[config.mk]
export PLATFORM = sky130hd
export DESIGN_NAME = demux_channel_sequencer
export DESIGN_NICKNAME = d
export VERILOG_FILES = /design/src/rtl/demux_channel_sequencer_pkg.sv /design/src/rtl/demux_channel_sequencer_next_ch_finder.sv /design/src/rtl/demux_channel_sequencer.sv
export SDC_FILE = /design/constraint.sdc
export NUM_CORES = 1
export LEC_CHECK = 0
export CAP_MARGIN = 15
export CORE_AREA = 5 5 135 73
export DETAILED_ROUTE_END_ITERATION = 16
export DIE_AREA = 0 0 140 78
export GPL_TIMING_DRIVEN = 1
export PLACE_DENSITY = 0.64
export SETUP_SLACK_MARGIN = 0.5
export SYNTH_ARGS = -nofsm -noshare
export SYNTH_HDL_FRONTEND = slang
export SYNTH_HIERARCHICAL = 1
export SYNTH_SLANG_ARGS = --single-unit
export TNS_END_PERCENT = 20
[constraint.sdc]
create_clock -name clk -period 5.61 [get_ports clk]
set_clock_uncertainty 0.05 [all_clocks]
set_input_delay 0.561 -clock clk [delete_from_list [all_inputs] [get_ports clk]]
set_output_delay 0.561 -clock clk [all_outputs]
set_load 0.02 [all_outputs]
[src/rtl/demux_channel_sequencer_pkg.sv]
// Shared definitions for the demux channel sequencer and the demux_1_8 it drives.
// Holds the FSM state encoding and the default channel/select geometry.
package demux_channel_sequencer_pkg;

    localparam int SEL_W_DEF   = 3;
    localparam int NUM_CH_DEF  = 7;
    localparam int DWELL_W_DEF = 16;

    typedef enum logic [1:0] {
        ST_IDLE  = 2'd0,
        ST_SETUP = 2'd1,
        ST_DRIVE = 2'd2,
        ST_DONE  = 2'd3
    } state_t;

endpackage

[src/rtl/demux_channel_sequencer_next_ch_finder.sv]
// Combinational search over the channel mask: the nearest enabled channel above
// the current select, and the lowest enabled channel overall.
module next_ch_finder
    import demux_channel_sequencer_pkg::*;
#(
    parameter int NUM_CH = NUM_CH_DEF,
    parameter int SEL_W  = SEL_W_DEF
) (
    input  logic [NUM_CH-1:0] mask,
    input  logic [SEL_W-1:0]  cur,
    output logic [SEL_W-1:0]  next_idx,
    output logic              found,
    output logic [SEL_W-1:0]  low_idx
);

    // Scanning downwards lets the last hit win, which is the lowest qualifying index.
    always_comb begin
        next_idx = '0;
        found    = 1'b0;
        low_idx  = '0;
        for (int n = NUM_CH - 1; n >= 0; n--) begin
            if (mask[n]) begin
                low_idx = SEL_W'(n);
                if (SEL_W'(n) > cur) begin
                    next_idx = SEL_W'(n);
                    found    = 1'b1;
                end
            end
        end
    end

endmodule

[src/rtl/demux_channel_sequencer.sv]
// Generates sel/i for demux_1_8: walks the enabled channels, holding i high for the
// dwell time on each, with a one-cycle i=0 gap around every select change.
module demux_channel_sequencer
    import demux_channel_sequencer_pkg::*;
#(
    parameter int SEL_W   = SEL_W_DEF,
    parameter int NUM_CH  = NUM_CH_DEF,
    parameter int DWELL_W = DWELL_W_DEF
) (
    input  logic               clk,
    input  logic               rst_n,
    input  logic               start,
    input  logic               abort,
    input  logic [NUM_CH-1:0]  ch_mask,
    input  logic [DWELL_W-1:0] dwell,
    input  logic               loop,
    output logic [SEL_W-1:0]   sel,
    output logic               i,
    output logic               busy,
    output logic               done,
    output logic [1:0]         dbg_state
);

    state_t             r_state;
    logic [SEL_W-1:0]   r_sel;
    logic               r_i;
    logic               r_busy;
    logic               r_done;
    logic [NUM_CH-1:0]  r_mask;
    logic [DWELL_W-1:0] r_dwell;
    logic               r_loop;
    logic [DWELL_W-1:0] r_cnt;

    state_t             w_state_nxt;
    logic [SEL_W-1:0]   w_sel_nxt;
    logic [DWELL_W-1:0] w_cnt_nxt;
    logic               w_latch;
    logic [NUM_CH-1:0]  w_mask;
    logic [SEL_W-1:0]   w_next_idx;
    logic               w_found;
    logic [SEL_W-1:0]   w_low_idx;

    // In IDLE the live mask is searched so the first channel is ready on the accepting edge.
    assign w_mask = (r_state == ST_IDLE) ? ch_mask : r_mask;

    next_ch_finder #(
        .NUM_CH (NUM_CH),
        .SEL_W  (SEL_W)
    ) u_finder (
        .mask     (w_mask),
        .cur      (r_sel),
        .next_idx (w_next_idx),
        .found    (w_found),
        .low_idx  (w_low_idx)
    );

    always_comb begin
        w_state_nxt = r_state;
        w_sel_nxt   = r_sel;
        w_cnt_nxt   = r_cnt;
        w_latch     = 1'b0;
        case (r_state)
            ST_IDLE: begin
                if (start) begin
                    w_latch = 1'b1;
                    if (|ch_mask) begin
                        w_sel_nxt   = w_low_idx;
                        w_state_nxt = ST_SETUP;
                    end else begin
                        w_state_nxt = ST_DONE;
                    end
                end
            end
            ST_SETUP: begin
                if (abort) begin
                    w_state_nxt = ST_IDLE;
                end else begin
                    w_cnt_nxt   = (r_dwell == '0) ? '0 : r_dwell - 1'b1;
                    w_state_nxt = ST_DRIVE;
                end
            end
            ST_DRIVE: begin
                if (abort) begin
                    w_state_nxt = ST_IDLE;
                end else if (r_cnt == '0) begin
                    if (w_found) begin
                        w_sel_nxt   = w_next_idx;
                        w_state_nxt = ST_SETUP;
                    end else if (r_loop) begin
                        w_sel_nxt   = w_low_idx;
                        w_state_nxt = ST_SETUP;
                    end else begin
                        w_state_nxt = ST_DONE;
                    end
                end else begin
                    w_cnt_nxt = r_cnt - 1'b1;
                end
            end
            default: begin
                w_state_nxt = ST_IDLE;
            end
        endcase
    end

    // Output registers are loaded from the next state so they always agree with it.
    always_ff @(posedge clk) begin
        if (!rst_n) begin
            r_state <= ST_IDLE;
            r_sel   <= '0;
            r_i     <= 1'b0;
            r_busy  <= 1'b0;
            r_done  <= 1'b0;
            r_mask  <= '0;
            r_dwell <= '0;
            r_loop  <= 1'b0;
            r_cnt   <= '0;
        end else begin
            r_state <= w_state_nxt;
            r_sel   <= w_sel_nxt;
            r_cnt   <= w_cnt_nxt;
            r_i     <= (w_state_nxt == ST_DRIVE);
            r_busy  <= (w_state_nxt == ST_SETUP) || (w_state_nxt == ST_DRIVE);
            r_done  <= (w_state_nxt == ST_DONE);
            if (w_latch) begin
                r_mask  <= ch_mask;
                r_dwell <= dwell;
                r_loop  <= loop;
            end
        end
    end

    assign sel       = r_sel;
    assign i         = r_i;
    assign busy      = r_busy;
    assign done      = r_done;
    assign dbg_state = r_state;

endmodule
; ---- After elaboration in Yosys (flattened, before gate mapping)
; Index checks and enable logic that the tools add are counted.
[classes]
add_sub_neg = 2
n_lt_le_gt_ge = 7
n_eq_ne = 12
n_mux = 58
reduce_logical = 9
[op_table]
columns = op, n
row1 = two-way mux 3 bit, 27
row2 = two-way mux 16 bit, 4
row3 = logical NOT 16 bit, 2
row4 = one-hot mux 16 bit (2 select lines), 1
row5 = "subtractor 16 x 1 -> 16 bit, second input constant", 2
row6 = two-way mux 1 bit, 16
row7 = two-way mux 2 bit, 7
row8 = "!= test 2 bit, second input constant", 5
row9 = "greater-than comparator 3 bit, first input constant", 3
row10 = two-way mux 7 bit, 1
row11 = OR reduction 7 bit, 1
row12 = "== test 2 bit, second input constant", 3
row13 = "greater-than comparator 1 x 3 -> 1 bit, first input constant", 2
row14 = "greater-than comparator 2 x 3 -> 1 bit, first input constant", 2
row15 = one-hot mux 2 bit (3 select lines), 1
row16 = one-hot mux 3 bit (2 select lines), 1
row17 = AND reduction 6 bit, 1
row18 = "== test 2 x 1 -> 1 bit, second input constant", 2
row19 = AND reduction 4 bit, 1
row20 = nonzero test 2 bit, 2
row21 = "!= test 3 x 2 -> 1 bit, second input constant", 1
row22 = logical NOT 2 bit, 1
row23 = "!= test 2 x 1 -> 1 bit, second input constant", 1
row24 = logical OR 1 bit, 1
[word_totals]
regBits = 48
inputBits = 28

; ---- Longest topological paths before layout
; Gate-level depths: netlist of run 1.
[logic_depth]
depth_word = 21
mapped_depth = 12
ltp_nobuf = 12

; ---- By module
; Netlist of run 1, hierarchy kept.
[modules_own_cells]
columns = mod, n_inst, cells_each, area_each_um2, seq_area_each_um2
row1 = demux_channel_sequencer, 1, 333, 2706.3, 960.9
row2 = next_ch_finder, 1, 36, 198.9, 0.0

; ---- Worst setup path before layout of run 1
; OpenSTA, ideal clock, no wires.
[synth_timing]
path_kind = reg2reg
start = register r_state[0] (netlist: dbg_state[0])
end = register r_busy (netlist: busy)
arrival_time_ns = 2.207
setup_slack_ns = 3.227
stages_incl_launch_ff = 13
n_path_buf = 0
cell_sequence = dfxtp_1 nor2_4 mux2_2 nand2b_1 a21o_1 a21o_1 nand2_1 nor2_1 o31ai_1 a21oi_1 or2_1 ha_1 nor2_1
[synth_between]
elab_cells_between_ends = 25
cone_classes = eq/ne (4) / mux (19) / reduce/logical (2)
[synth_lines]
columns = element, line_no
row1 = "start, declared", demux_channel_sequencer.sv:24  ; state_t r_state;
row2 = "start signal, assigned", demux_channel_sequencer.sv:118  ; r_state <= w_state_nxt;
row3 = logical NOT 2 bit (*), demux_channel_sequencer.sv:44  ; assign w_mask = (r_state == ST_IDLE) ? ch_mask : r_mask;
row4 = two-way mux 7 bit (*), demux_channel_sequencer.sv:44
row5 = via w_mask[1], demux_channel_sequencer.sv:38  ; logic [NUM_CH-1:0] w_mask;
row6 = two-way mux 1 bit (*), demux_channel_sequencer_next_ch_finder.sv:22  ; if (mask[n]) begin
row7 = two-way mux 1 bit, demux_channel_sequencer_next_ch_finder.sv:24  ; if (SEL_W'(n) > cur) begin
row8 = two-way mux 1 bit (*), demux_channel_sequencer_next_ch_finder.sv:22
row9 = via w_found, demux_channel_sequencer.sv:40  ; logic w_found;
row10 = two-way mux 2 bit (*), demux_channel_sequencer.sv:86  ; if (w_found) begin
row11 = two-way mux 2 bit (*), demux_channel_sequencer.sv:85  ; end else if (r_cnt == '0) begin
row12 = two-way mux 2 bit (*), demux_channel_sequencer.sv:83  ; if (abort) begin
row13 = one-hot mux 2 bit (3 select lines) (*), demux_channel_sequencer.sv:62  ; case (r_state)
row14 = via w_state_nxt[1], demux_channel_sequencer.sv:34  ; state_t w_state_nxt;
row15 = == test 2 x 1 -> 1 bit or == test 2 bit (tied branches), demux_channel_sequencer.sv:122  ; r_busy <= (w_state_nxt == ST_SETUP) || (w_state_nxt == ST_DRIVE);
row16 = logical OR 1 bit (*), demux_channel_sequencer.sv:122
row17 = "end signal, assigned", demux_channel_sequencer.sv:122
row18 = "end, declared", demux_channel_sequencer.sv:27  ; logic r_busy;
; The timed path passes the listed nets; every way through them passes the cells marked *.
; A chain may end at the register's enable or synchronous reset.

; ---- Worst setup path after layout of run 1
[layout_timing]
start = register r_state[0] (netlist: dbg_state[0])
end = register r_busy (netlist: busy)
[layout_between]
elab_cells_between_ends = 25
cone_classes = eq/ne (4) / mux (19) / reduce/logical (2)
[layout_lines]
columns = element, line_no
row1 = logical NOT 2 bit (*), demux_channel_sequencer.sv:44
row2 = two-way mux 7 bit (*), demux_channel_sequencer.sv:44
row3 = via w_mask[4], demux_channel_sequencer.sv:38
row4 = two-way mux 1 bit (*), demux_channel_sequencer_next_ch_finder.sv:22
row5 = two-way mux 1 bit, demux_channel_sequencer_next_ch_finder.sv:24
row6 = two-way mux 1 bit (*), demux_channel_sequencer_next_ch_finder.sv:22
row7 = two-way mux 1 bit, demux_channel_sequencer_next_ch_finder.sv:24
row8 = two-way mux 1 bit (*), demux_channel_sequencer_next_ch_finder.sv:22
row9 = (+4 left out), -
row10 = via w_found, demux_channel_sequencer.sv:40
row11 = two-way mux 2 bit (*), demux_channel_sequencer.sv:86
row12 = two-way mux 2 bit (*), demux_channel_sequencer.sv:85
row13 = two-way mux 2 bit (*), demux_channel_sequencer.sv:83
row14 = one-hot mux 2 bit (3 select lines) (*), demux_channel_sequencer.sv:62
row15 = via w_state_nxt[1], demux_channel_sequencer.sv:34
row16 = == test 2 x 1 -> 1 bit or == test 2 bit (tied branches), demux_channel_sequencer.sv:122
row17 = logical OR 1 bit (*), demux_channel_sequencer.sv:122
; Marked as above.

==> run summary, run 1 <==
The flow ran to the end, and the final reports show no timing, DRC or antenna violations. For this design the static power due to leakage is 1.247 nW. The maximum vdd drop came out at 0.0001408 V. Hold is met by 405.7 ps. For this block, the initial DRC count from the detailed router was 319.

Sequential elements use 33.07% of the synthesized area. In this run the remaining antenna-violating nets after routing total 0. The total number of placement rows is 24. The slew of the pin with the lowest slew margin is 988.0 ps.

The share of synthesized flip-flops with an asynchronous set or reset came out at 0%. The library cells used most frequently in the layout, excluding fill and tap cells, are 61 x nand2_1, 49 x a21oi_1, 48 x dfxtp_1. The clock net sink count is 48. The achievable frequency is 364.2 MHz. In this run the deepest clock path goes through 2 buffers. The count of nets after finishing is 427. The power density over the cells came out at 290.1 mW/mm².

The max-cap violation count is 0. The detailed-placement wirelength estimate came out at 5.716 mm. The leading cell type in the layout, fill and taps excluded is nand2_1.

The global routing stage identified its most utilized layer as met1. The number of setup buffers added after CTS is 0. The required time at the worst-slack endpoint is 5780 ps. Entering global routing, the biggest net connects 40 pins. The reg-to-reg critical path startpoint is dbg_state[0]. The final-layout fill cell count is 860. The post-route worst setup slack came out at 2864 ps. The most frequently used flop master after synthesis is dfxtp_1. The part of the cycle the worst path needs is 48.95%. The detail-routed via count per cell is 5.462. The final count of pins violating max slew came to 0.

The via count of the first global-routing pass came out at 2398. The cell sitting at the root of the clock tree is a clkbuf_16. After detailed routing, the average wire length per cell comes to 15.74 µm. The fraction of met1 tracks used by global routing came out at 23.85%. After clock tree synthesis, the clock-pin slew on the worst setup and hold paths is 60 ps.

The non-filler instance count after layout is 511. The cell area after placement came out at 0.003286 mm². The post-cts resize count is 0. The post-synthesis average cell area came out at 7.873 µm². STA classifies the critical path endpoint as a flop.

The detailed-route DRC error count came out at 0. The accumulated negative setup slack came out at 0 ps. The number of enable-type register cells in the synthesized netlist came out at 0. The number of search-and-repair iterations in the first detailed-routing pass is 5. The end-of-flow core utilization is 40.60%. The routed design could run at a clock period as short as 2746 ps. The antenna diode count is 0. The most critical setup path has its startpoint at dbg_state[0]. The number of buffers added to fix hold violations after cts is 0. The post-synthesis instance area came out at 0.002905 mm². In this run, CTS created clock tree buffers numbering 5. The design draws 0.9973 mW. The area growth from synthesis to layout is 18.35%. The die area came out at 0.01092 mm². The max-slew headroom at the worst pin came out at 34.13%. The finished cells cover 0.003438 mm². STA classifies the critical path startpoint as a flop. The last weighted congestion value of the routability-driven placer came out at 0.8725. The clock network latency to the later pin of the worst-skew pair came out at 290 ps. The met2 capacity usage during global routing came out at 17.59%.

The number of antenna violations at the first check in global routing is 0. The netlist uses 61 different library cells. The largest driver fanout on the critical path came out at 9.

In this run the most critical hold path is launched from r_mask[4]. For the worst setup path, the data arrival time is 2920 ps. The starting utilization of the core area came out at 34.31%. The number of levels the H-tree was split into is 2.

The placeable core area came out at 0.008468 mm². The number of buffers added on ports came out at 35. The count of pins on the block boundary is 36. The routed wire length is 8.044 mm. The overall global routing resource usage came out at 14.35%. The critical path is of the flop to flop type. The die outline height came out at 78 µm. The number of nets in the synthesized netlist came out at 402. The worst setup slack before clock tree synthesis is 2649 ps. Global routing used 4.545% of the available met3 tracks.

In this run, synthesis produced a sequential element count of 48. In the synthesized netlist, the number of instances is 369. The total of endpoints with negative setup slack in the final report is 0. Cells with a size suffix above 1 make up 7.360% of the layout. The Yosys warning count is 6. Once placement completed, the tool counted placed cells totaling 504. The hold violation total from the final report was 0.

The class of the most critical hold timing path is flop to flop. The TritonCTS clock tree is built. The first global-routing pass estimated 12.81 mm of wire.

The aggregate global routing overflow came out at 0. Detailed routing inserted a total of 2791 vias. Setup repair after global routing left no endpoint under its margin. The width of the die is 140 µm.
==> critical path: stages (launching register included) <==
cell and delay [ps]:
dfxtp_1 380, nor2_4 300, mux2_2 410, nor2_1 160
a21oi_1 60, o21ai_0 220, nand2_1 110, nor2_1 160
o31ai_1 100, a21oi_1 220, or2_1 170, ha_1 240
nor2_1 100
==> sequential cells by signal, indices dropped and copies added (netlist names) <==
signal,count
r_cnt,16
r_dwell,16
r_mask,7
sel,3
dbg_state,2
busy,1
done,1
i,1
r_loop,1
==> routing by layer <==
metal | vias up | share of wire [%]
li1 | 1381 | -
met2 | 123 | 36
met3 | 6 | 9.1
met5 | - | 0
met4 | 0 | 0.37
met1 | 1281 | 55
==> cell families (layout without fill, tap and decap cells) <==
family	count (synthesis)	in the layout	share of synthesized area, %
simple gates	153	153	27.00
compound gates	115	115	25.11
flops	48	48	33.07
buf+inv	27	52	5.556
mux	11	11	4.092
xor+xnor	10	10	3.015
fa+ha+maj	5	5	2.153
==> synthesized netlist by cell type, types with 6 or more instances <==
cell,number,area [µm²]
inv_1,8,30.03
clkbuf_1,10,37.54
nor2_1,27,101.4
nand2b_1,8,50.05
xnor2_1,9,78.83
nor3_1,9,45.04
dfxtp_1,48,960.9
and2_1,6,37.54
nor4_1,10,62.56
o21ai_0,6,30.03
mux2_2,7,78.83
nand2_1,61,229.0
o21ai_1,15,75.07
a21oi_1,49,245.2
==> final timing paths <==
path	to	slack (ps)	depth (start not counted)
worst max-delay path	busy	2860	12
worst min-delay path	r_mask[4]	410	2
worst max register to register	busy	2860	12
worst min register to register	r_mask[4]	410	2
==> cell type report <==
| type | instances | area [µm²] | area share [%] |
|---|---|---|---|
| well taps | 117 | 146.4 | 4.258 |
| inverters | 8 | 30.03 | 0.8734 |
| multi-input cells | 294 | 1783 | 51.86 |
| repair buffers | 37 | 365.4 | 10.63 |
| clock buffers | 7 | 152.6 | 4.440 |
| flip-flops and latches | 48 | 960.9 | 27.95 |
==> power breakdown <==
| part | switching (mW) | internal, mW |
|---|---|---|
| registers | 0.0282 | 0.362 |
| clock network | 0.127 | 0.187 |
| logic | 0.174 | 0.119 |
| total | 0.329 | 0.668 |
Power figures use the tool's default switching activity.
==> inputs of run 2 (changes only) <==
==> constraint.sdc (replaced) <==
create_clock -name clk -period 2.85 [get_ports clk]
set_clock_uncertainty 0.05 [all_clocks]
set_input_delay 0.285 -clock clk [delete_from_list [all_inputs] [get_ports clk]]
set_output_delay 0.285 -clock clk [all_outputs]
set_load 0.02 [all_outputs]
==> run summary, run 2 (same netlist as run 1, synthesis figures left out) <==
The part of the cycle the worst path needs came out at 93.14% (+44 points). The leakage component of the power came out at 1.418 nW (+14%). The critical path's slowest cell is dfxtp_4.

The worst setup slack before clock tree synthesis is 167.6 ps (-2481 ps). The detailed-route DRC error count came out at 0 (unchanged). The clock net sink count was 48 (unchanged). The largest registers in the layout are r_cnt: 16 flops, r_dwell: 16 flops, r_mask: 7 flops. The number of buffers added on ports is 35 (unchanged). The detailed-placement wirelength estimate is 5.905 mm (+3.3%). The maximum vdd drop is 0.0002402 V (+71%). In the layout the commonest cells are 60 x nand2_1, 49 x a21oi_1, 46 x dfxtp_1. The max-cap violation count came to 0 (unchanged). The placeable core area is 0.008468 mm² (unchanged). The switching power summed over all nets is 0.6841 mW (+110%). The die area is 0.01092 mm² (unchanged).

The number of CTS-inserted buffers was 5 (unchanged). The achievable frequency came out at 376.7 MHz (+3.5%). The count of pins on the block boundary is 36 (unchanged). The via count of the first global-routing pass is 2657 (+11%). The accumulated negative setup slack is 0 ps (unchanged). The hold violation total from the final report is 0 (unchanged). The number of antenna violations at the first check in global routing came out at 0 (unchanged). The count of buffer and inverter cells on the critical path is 3 (+3).

The routed wire length is 8.583 mm (+6.7%). The area growth from synthesis to final layout came out at 28.85%. The max-slew headroom at the worst pin is 56.34% (+22 points). The clock-pin slew of the registers on the worst-case setup and hold paths is 70 ps (about the same). Setup repair after global routing could not meet its margin everywhere.

The total of endpoints with negative setup slack in the final report came out at 0 (unchanged). The endpoint type of the worst setup path is a flop. The buffer cell driving the clock tree root is clkbuf_16.

The maximum number of pins on one net before global-route repair was 27 (-33%). The antenna violation net count after detailed routing is 0 (unchanged). The maximum root-to-sink buffer count came out at 2 (unchanged). The worst setup path is of the flop to flop kind. The count of nets after finishing is 452 (+5.9%). The fraction of layout cells with a size suffix above 1 is 15.48% (+8.1 points). TritonCTS built the clock tree.

The clock period minus final worst setup slack came to 2654 ps (-91.58 ps). The arrival time at the worst endpoint is 2800 ps (-120 ps). The clock network latency to the later pin of the worst-skew pair is 290 ps (about the same). On the critical path the largest part of the delay comes from simple AND/OR/NAND/NOR gates.

The final-layout fill cell count is 814 (-5.3%). The number of search-and-repair iterations in the first detailed-routing pass was 5 (unchanged). The run finished with clean final reports. The antenna diode count was 0 (unchanged). The final total power is 2.156 mW (+120%). The largest driver fanout on the critical path came out at 8 (-1). The final count of pins violating max slew came out at 0 (unchanged). The slew of the pin with the lowest slew margin came out at 654.8 ps (-333.2 ps).

The leading cell type in the layout, fill and taps excluded is nand2_1. The starting utilization of the core area is 34.31% (unchanged). The overall global routing resource usage came out at 15.53% (+1.2 points). The wire length of the first global-routing pass is 13.86 mm (+8.2%).

The required time at the worst-slack endpoint is 2990 ps (-2790 ps). The number of levels the H-tree was split into was 2 (unchanged). The aggregate global routing overflow came out at 0 (unchanged).

The final instance area was 0.003744 mm² (+8.9%). The cell area after placement came out at 0.003324 mm² (+1.2%). The post-route worst setup slack is 195.6 ps (-2668 ps). The wire length per cell came out at 15.98 µm (+1.5%).

The power density over the cells is 575.9 mW/mm² (+99%). The total number of placement rows came out at 24 (unchanged). The initial DRC count is 385 (+21%). The last weighted congestion value of the routability-driven placer is 0.8247 (-5.5%). The class of the most critical hold timing path is flop to flop.

The area occupied by registers came out at 968.4 µm² (+0.78%). The detail-routed via count per cell is 5.430 (-0.58%). The critical path goes through nor2_4 -> buf_12 -> buf_6 -> mux2_4 -> nand2b_4 -> a21o_1 -> a21o_1 -> nand2_2 -> nor2_4 -> o31ai_1 -> a21oi_1 -> or2_1 -> buf_6 -> ha_4 -> and2_4.

The fraction of power spent switching nets is 31.73% (-1.3 points). The internal power component is 1.472 mW (+120%). The clock network fraction of design power came to 33.4% (+1.9 points). The via count of the routed design came out at 2916 (+4.5%).

The logic gate share of total power is 31.0% (+1.6 points). STA classifies the critical path startpoint as a flop. The largest stage delay on the critical path came out at 360 ps (-50 ps). The width of the die came out at 140 µm (unchanged). The combined area of the multi-input logic cells is 0.001839 mm² (+3.2%). The fraction of power consumed by sequential logic came out at 35.6% (-3.5 points). The die outline height came out at 78 µm (unchanged).
## run 2: cell types whose count changed in the layout (fill, tap and decap cells not counted), moves of 2 or more
cell,before,now
dfxtp_1,48,46
nor2_2,1,3
dfxtp_4,0,2
buf_4,2,23
mux2_4,0,4
mux2_2,7,3
buf_6,0,3
nor2_1,27,24
## run 2: final timing paths
check / start / cells past startpoint / end / slack [ps]
setup / recovery: dbg_state[0] / 15 / done / 200
setup reg to reg: dbg_state[0] / 15 / done / 200
hold / removal: r_mask[3] / 2 / r_mask[3] / 410
hold reg to reg: r_mask[3] / 2 / r_mask[3] / 410
## run 2: power by group through the flow
stage	sequential, mW	combinational [mW]	clock [mW]
floorplan	0.773	0.404	0
global placement	0.779	0.559	0
detailed placement	0.781	0.564	0
CTS	0.766	0.622	0.733
global route	0.776	0.722	0.764
finish	0.768	0.668	0.720
## run 2: final cells by class
class,instances,share of cell area (%)
multi-input combinational,294,49.13
sequential,48,25.87
timing repair buffer,62,15.41
clock buffer,7,4.078
tap,117,3.910
clock inverter,1,0.8021
inverter,8,0.8021
## run 2: stage by stage
step | util, % | std cells | hold WS [ps]
2_1_floorplan | - | 369 | 368.3
3_5_place_dp | 39.26 | 509 | 397.9
5_1_grt | 44.21 | 537 | 430.9
3_3_place_gp | 39.26 | 509 | 393.0
6_report | 44.21 | 537 | 406.6
4_1_cts | 43.29 | 532 | 406.8
## run 2: what timing repair did
item,CTS,global route
pin swaps,7,10
hold buffers,0,0
setup buffers,15,5
setup endpoints to repair,6,7
gates resized for setup,12,9
## run 2: worst register-to-register path: stages (launching register included)
cell	delay (ps)
dfxtp_4	360
nor2_4	120
buf_12	140
buf_6	100
mux2_4	180
nand2b_4	60
a21o_1	180
a21o_1	200
nand2_2	110
nor2_4	50
o31ai_1	230
a21oi_1	110
or2_1	280
buf_6	140
ha_4	140
and2_4	120
## run 2: per-layer routing
metal / track usage [%] / routed length, µm / vias to the layer above
met4: 3.095 / 95 / 0
li1: - / - / 1429
met1: 25.09 / 4415 / 1335
met2: 20.47 / 3316 / 140
met5: 0 / 0 / -
met3: 3.378 / 756 / 12
==> inputs of run 3 (changes only) <==
--- a/config.mk
+++ b/config.mk
@@ -7,6 +7,7 @@
 export LEC_CHECK = 0
 export CAP_MARGIN = 15
 export CORE_AREA = 5 5 135 73
+export CTS_CLUSTER_DIAMETER = 200
 export DETAILED_ROUTE_END_ITERATION = 16
 export DIE_AREA = 0 0 140 78
 export GPL_TIMING_DRIVEN = 1
==> results of run 3 <==
Same layout as run 2: the final DEF is identical, and so are final timing and power.
